==> config.mk <==
export PLATFORM = sky130hd
export DESIGN_NAME = uart_tx_serializer
export DESIGN_NICKNAME = d
export VERILOG_FILES = /design/src/rtl/uart_pkg.sv /design/src/rtl/baud_tick_gen.sv /design/src/rtl/uart_tx_serializer.sv
export SDC_FILE = /design/constraint.sdc
export NUM_CORES = 1
export LEC_CHECK = 0
export CORE_UTILIZATION = 26
export CTS_BUF_LIST = sky130_fd_sc_hd__clkbuf_4
export CTS_CLUSTER_DIAMETER = 150
export DETAILED_ROUTE_END_ITERATION = 12
export GPL_TIMING_DRIVEN = 0
export PLACE_DENSITY_LB_ADDON = 0.1
export SYNTH_ARGS = -nofsm -noshare
export SYNTH_HDL_FRONTEND = slang
export SYNTH_SLANG_ARGS = --single-unit
==> constraint.sdc <==
create_clock -name clk -period 1.8 [get_ports clk]
set_clock_uncertainty 0.15 [all_clocks]
set_input_delay 0.27 -clock clk [delete_from_list [all_inputs] [get_ports clk]]
set_output_delay 0.27 -clock clk [all_outputs]
set_load 0.01 [all_outputs]
==> src/rtl/uart_pkg.sv <==
// rtl/uart_pkg.sv - shared UART types, constants and baud helper
package uart_pkg;

    localparam int DATA_BITS = 8;

    typedef enum logic [2:0] {
        IDLE,
        START,
        DATA,
        PARITY,
        STOP,
        GUARD
    } tx_state_t;

    function automatic int clks_per_bit(input int clk_freq, input int baud);
        return clk_freq / baud;
    endfunction

endpackage

==> src/rtl/baud_tick_gen.sv <==
// rtl/baud_tick_gen.sv - bit-period counter with clear and end-of-bit tick
module baud_tick_gen #(
    parameter int CLKS_PER_BIT = 868
) (
    input  logic clk,
    input  logic rst_n,
    input  logic clear,
    output logic tick
);

    localparam int W = (CLKS_PER_BIT > 1) ? $clog2(CLKS_PER_BIT) : 1;
    localparam logic [W-1:0] LAST = W'(CLKS_PER_BIT - 1);

    logic [W-1:0] count;

    assign tick = !clear && (count == LAST);

    always_ff @(posedge clk) begin
        if (!rst_n) begin
            count <= '0;
        end else if (clear || tick) begin
            count <= '0;
        end else begin
            count <= count + W'(1);
        end
    end

endmodule

==> src/rtl/uart_tx_serializer.sv <==
// rtl/uart_tx_serializer.sv - 8N1/8N2 UART transmitter; UART_TX_PARITY_EN adds an even parity bit
module uart_tx_serializer
    import uart_pkg::*;
#(
    parameter int CLK_FREQ     = 100000000,
    parameter int BAUD         = 115200,
    parameter int CLKS_PER_BIT = clks_per_bit(CLK_FREQ, BAUD),
    parameter int STOP_BITS    = 1
) (
    input  logic       clk,
    input  logic       rst_n,
    input  logic       start,
    input  logic [7:0] data,
    output logic       t,
    output logic       r_next,
    output logic       busy
);

    localparam logic [2:0] LAST_DATA = 3'(DATA_BITS - 1);
    localparam logic [2:0] LAST_STOP = 3'(STOP_BITS - 1);

    tx_state_t            state;
    logic [DATA_BITS-1:0] shreg;
    logic [2:0]           idx;
    logic                 tick;
    logic                 clear;
`ifdef UART_TX_PARITY_EN
    logic                 parity;
`endif

    // Every timed state leaves on a tick, so the counter is already 0 there;
    // only the untimed states need an explicit hold.
    assign clear = (state == IDLE) || (state == GUARD);

    baud_tick_gen #(
        .CLKS_PER_BIT(CLKS_PER_BIT)
    ) u_baud (
        .clk   (clk),
        .rst_n (rst_n),
        .clear (clear),
        .tick  (tick)
    );

    always_ff @(posedge clk) begin
        if (!rst_n) begin
            state  <= IDLE;
            t      <= 1'b1;
            r_next <= 1'b0;
            busy   <= 1'b0;
            shreg  <= '0;
            idx    <= '0;
`ifdef UART_TX_PARITY_EN
            parity <= 1'b0;
`endif
        end else begin
            r_next <= 1'b0;
            case (state)
                IDLE: begin
                    t <= 1'b1;
                    if (start) begin
                        shreg <= data;
                        idx   <= '0;
                        t     <= 1'b0;
                        busy  <= 1'b1;
                        state <= START;
`ifdef UART_TX_PARITY_EN
                        parity <= ^data;
`endif
                    end
                end
                START: begin
                    if (tick) begin
                        idx   <= '0;
                        t     <= shreg[0];
                        state <= DATA;
                    end
                end
                DATA: begin
                    if (tick) begin
                        shreg <= shreg >> 1;
                        idx   <= idx + 3'd1;
                        if (idx == LAST_DATA) begin
`ifdef UART_TX_PARITY_EN
                            t     <= parity;
                            state <= PARITY;
`else
                            t     <= 1'b1;
                            state <= STOP;
`endif
                        end else begin
                            t <= shreg[1];
                        end
                    end
                end
`ifdef UART_TX_PARITY_EN
                PARITY: begin
                    if (tick) begin
                        idx   <= '0;
                        t     <= 1'b1;
                        state <= STOP;
                    end
                end
`endif
                STOP: begin
                    t <= 1'b1;
                    if (tick) begin
                        if (idx == LAST_STOP) begin
                            idx    <= '0;
                            r_next <= 1'b1;
                            state  <= GUARD;
                        end else begin
                            idx <= idx + 3'd1;
                        end
                    end
                end
                GUARD: begin
                    t     <= 1'b1;
                    busy  <= 1'b0;
                    state <= IDLE;
                end
                default: begin
                    t     <= 1'b1;
                    busy  <= 1'b0;
                    state <= IDLE;
                end
            endcase
        end
    end

endmodule

# --- Yosys cells after proc, flatten, opt, wreduce, memory -nomap -nowiden ---
# Cells that the tools add are included.
totals:
  inputBits: 11
  ramBits: 0
  regBits: 27
  latchBits: 0
  romBits: 0
  n_memories: 0
  output_inout_bits: 3
  word_cells: 63
op_classes:
  addsub: 2
  magnitude_cmp: 0
  shifts: 0
  n_reduce_logical: 16
  n_eq_ne: 12
  n_mul: 0
  muxes: 24
  bitwise: 2
  div: 0
ops:
  columns: ["cell", "count"]
  rows:
  - ["3-bit two-way mux", 11]
  - ["3-bit case mux with 4 select lines", 2]
  - ["8-bit two-way mux", 2]
  - ["8-bit case mux with 2 select lines", 1]
  - ["10-bit by 1-bit adder with 10-bit output, second input constant", 1]
  - ["10-bit == test, second input constant", 1]
  - ["3-bit == test, second input constant", 3]
  - ["3-bit zero test", 2]
  - ["1-bit two-way mux", 6]
  - ["2-bit by 1-bit != test with 1-bit output, second input constant", 3]
  - ["2-bit != test, second input constant", 3]
  - ["3-bit AND reduction", 2]
  - ["6-bit AND reduction", 1]
  - ["5-bit AND reduction", 1]
  - ["2-bit AND reduction", 2]
  - ["4-bit nonzero test", 1]
  - ["3-bit by 1-bit adder with 3-bit output, second input constant", 1]
  - ["3-bit by 1-bit == test with 1-bit output, second input constant", 1]
  - ["3-bit by 2-bit == test with 1-bit output, second input constant", 1]
  - ["1-bit case mux with 3 select lines", 1]
  - ["3-bit OR reduction", 1]
  - ["1-bit logical OR", 2]
  - ["1-bit inverter", 2]
  - ["1-bit case mux with 2 select lines", 1]
  - ["4 further kinds", 4]

# --- Depth between registers and ports, before layout ---
logic_depth:
  depth_word: 6
  mapped_depth: 7
  ltp_nobuf: 6

# --- Modules after synthesis ---
# From an unflattened synthesis, not the netlist that was laid out.
unflattened:
  hier_cells: 159
  area_unflattened_um2: 1393.8
by_module_without_submodules:
  columns: ["mod", "n_inst", "cells_each", "area_each_um2"]
  rows:
  - ["uart_tx_serializer", 1, 105, 939.7]
  - ["baud_tick_gen", 1, 54, 454.2]

# --- Worst setup path before layout ---
# No wires, ideal clock.
synth_path:
  kind: "register to register"
  from: "reg u_baud.count[0]"
  to: "reg shreg[4]"
  stages_incl_launch_ff: 7
  t_arrival_ps: 1693
  setup_slack_ps: -165
  t_required_ps: 1528
  setup_ps: 122
  path_cell_list: "dfxtp_1 -> ha_1 -> or3b_4 -> nor4b_4 -> buf_4 -> o21ai_0 -> o311a_1"
synth_via:
  elab_chain_len: 4
synth_rtl:
  columns: ["item", "line", "rtl"]
  rows:
  - ["start, declared", "baud_tick_gen.sv:14", "logic [W-1:0] count;"]
  - ["start signal, assigned", "baud_tick_gen.sv:24", "count <= count + W'(1);"]
  - ["10-bit == test", "baud_tick_gen.sv:16", "assign tick = !clear && (count == LAST);"]
  - ["1-bit logical AND", "baud_tick_gen.sv:16", null]
  - ["2-bit by 1-bit != test with 1-bit output (no line)", null, null]
  - ["3-bit AND reduction (no line)", null, null]
  - ["end signal, assigned", "uart_tx_serializer.sv:61", "shreg <= data;"]
  - ["end signal, assigned", "uart_tx_serializer.sv:80", "shreg <= shreg >> 1;"]
  - ["end, declared", "uart_tx_serializer.sv:23", "logic [DATA_BITS-1:0] shreg;"]
# Every way passes these cells.
# A chain may end at the register's enable or synchronous reset.

# --- Final worst setup path ---
layout_path:
  from: "reg u_baud.count[1]"
  to: "reg shreg[5]"
# Same word-level chain as after synthesis.

==> out/qor.yml <==
status:
  status: "complete, but fails checks"
  violations: "negative setup slack"
timing:
  worst_pin_slew_ns: 0.624
  setup_ws_ns: -0.0905
  grt_setup_unrepaired: "yes"
  timing.fmax_mhz: 529
  fin_crit_sh: 1.05
  setup_viol: 17
  slew_violations: 0
  layout_min_cycle_time_ns: 1.89
  hold_viol: 0
  finalSetupTns_ns: -0.714
  holdWs_ns: 0.343
  slew_headroom: 0.584
synth:
  synth_adder_area_share: 0.0434
  synth_top_family_by_area: "simple AND/OR/NAND/NOR gates"
  synth_compound_area_frac: 0.169
  ys_warn_count: 0
  synth_edf_count: 0
  synthesis.nets: 162
  synth-simple-area-share: 0.235
  synthMuxAreaShare: 0.0587
  synthTopCellsByArea: "dfxtp_1, mux2i_1, o311a_1"
  yosys.area_share.xor_xnor: 0.0632
  syn-instance-count: 147
  ys.flop_type: "dfxtp_1"
  netlist_area_um2: 1390
  yosysMostFrequentCell: "dfxtp_1"
  synthArstFlopShare: 0
  yosys.area.top_type_share: 0.390
  ys_types: 42
  synth_seq_area_share: 0.390
  yosys.area.top_type: "dfxtp_1"
  synth_commonest_cells: "dfxtp_1, nor2_1, o21ai_0"
  ys_ff_latch: 27
  avgSynthCellArea_um2: 9.42
final_layout:
  stdcell_count: 244
  syn2layout_area_growth_pct: 31.2
  finish.utilization: 0.356
  regArea_um2: 549
  multiInputGateArea_um2: 867
  nNetsFinal: 190
  fill_cells: 540
  antenna_cells: 0
  drive_above_1_share: 0.264
worst_setup_path:
  path_class: "flip-flop to flip-flop"
  worstSetupEndpointType: "flip-flop"
  ff2ff_path_depth: 7
  worstPathMaxFanout: 5
  crit_required_ns: 1.92
  cp.arrival_ns: 2.01
  start_kind: "flip-flop"
placement:
  dp_hpwl_mm: 2.25
  port-buffer-count: 13
  place_congestion: 0.732
  dp_cells: 230
drt:
  drt-total-wl_mm: 3.19
  ant_nets: 0
  vias: 1202
  first_pass_iters: 4
  drc_errors: 0
  wl_per_cell_um: 13.1
  vias_per_cell: 4.93
  drt_iter0_markers: 113
clock_tree:
  clockBufferDepth: 2
  cts_made_buffers: 3
  htreeDepth: 1
  cts-root-buf: "clkbuf_4"
  clk_latency_ns: 0.35
  cts.clk_slew.worst_paths_ns: 0.18
  cts.sinks: 27
  cts_tree: "built"
pwr:
  ir_drop_v: 0.000286
  power_density_nw_per_um2: 608
  p_leak_nw: 0.685
floorplan:
  ios: 14
  initial_core_util: 0.271
  core_area_um2: 5110
  dieArea_um2: 5620
  die-width_um: 75.0
  die_h_um: 75.0
  num_rows: 26
global_route:
  grt_max_degree: 17
  grt_usage: 0.127
  grt_overflow: 0
  grt_pass1_wl_mm: 5.41
  grt_pass1_vias: 1160
  antenna_found_initial: 0
flow_run:
  drv_cap: 0
hold_path:
  worstHoldPathType: "flip-flop to flip-flop"
  holdPathStages: 2
## path summary, 6_finish.rpt
| kind | from | endpoint | slack (ns) |
|---|---|---|---|
| worst min-delay path | busy | busy | 0.34 |
| worst max-delay path | u_baud.count[1] | shreg[5] | -0.09 |
| worst max register to register | u_baud.count[1] | shreg[5] | -0.09 |
| worst min register to register | busy | busy | 0.34 |
## metal layers
metal  track usage  routed length, µm  vias up
li1              -                  -      599
met1         0.148               1450      582
met2         0.232               1590       19
met3        0.0335                126        2
met4        0.0314                 25        0
met5             0                  0        -
## state kept, by name, summed over array words and instances, names as in the netlist
register and count:
busy 1, idx 3, r_next 1, shreg 8, state 3, t 1, u_baud.count 10
## area by class of cell
cell class	count	share of cell area
Clock inverter	1	0.00413
Tap cell	70	0.0482
Inverter	5	0.0103
Multi-Input combinational cell	107	0.477
Sequential cell	27	0.302
Clock buffer	3	0.0124
Buffer	8	0.0282
Timing Repair Buffer	23	0.117
## critical path, stage by stage, from the launching register on
cell and delay, ns:
dfxtp_2 0.38, ha_4 0.14, or3b_4 0.42, nor4b_4 0.28, buf_4 0.17, buf_6 0.12, o21ai_2 0.05, o311a_1 0.13
## cells in the final DEF (no fill, tap or decap), types with 2 or more instances in the layout
cell	instances
dfxtp_1	22
nor2_1	13
clkdlybuf4s50_1	13
buf_4	11
nand2_1	8
mux2i_1	7
o21ai_2	7
o311a_1	7
xor2_1	6
nand3_1	6
inv_1	5
nor3_1	4
xnor2_1	4
dfxtp_2	4
nand2b_1	3
buf_6	3
ha_1	3
clkbuf_4	3
clkbuf_2	2
clkbuf_1	2
and3_1	2
a21oi_1	2
nand4_1	2
nor3_2	2
nor2b_1	2
nor3b_1	2
a22o_1	2
## per-stage QoR
| step | power (W) | worst slack, ns | cell area, µm² |
|---|---|---|---|
| CTS | 0.00112 | -0.105 | 1780 |
| global route | 0.00116 | -0.152 | 1820 |
| detailed placement | 0.000812 | -0.330 | 1620 |
| floorplan | 0.000749 | -0.113 | 1400 |
| finish | 0.00110 | -0.0905 | 1820 |
| global placement | 0.000805 | -0.274 | 1620 |
## power by group
part           switching [W]  leakage, nW  internal, W
logic              0.0000824        0.449    0.0000913
clock network       0.000200       0.0139    0.0000851
registers          0.0000204        0.223     0.000626
total               0.000303        0.685     0.000802
## cell families (layout without fill, tap and decap cells)
group                    Yosys count  after routing
AO/OA/AOI/OAI                     30             30
XOR/XNOR                          10             10
adder cells (fa/ha/maj)            5              5
buffers and inverters             13             40
flip-flops                        27             27
multiplexers                       8              8
AND/OR/NAND/NOR                   54             54
## repair_timing
| item | in CTS | in global routing |
|---|---|---|
| endpoints found under the setup margin | 24 | 26 |
| pin swaps | 2 | 6 |
| resized for setup | 20 | 12 |
| setup buffers | 7 | 2 |
| hold buffers | 0 | 0 |
| gates cloned | 1 | 0 |
Note: power is estimated with default switching activity, not from simulation.
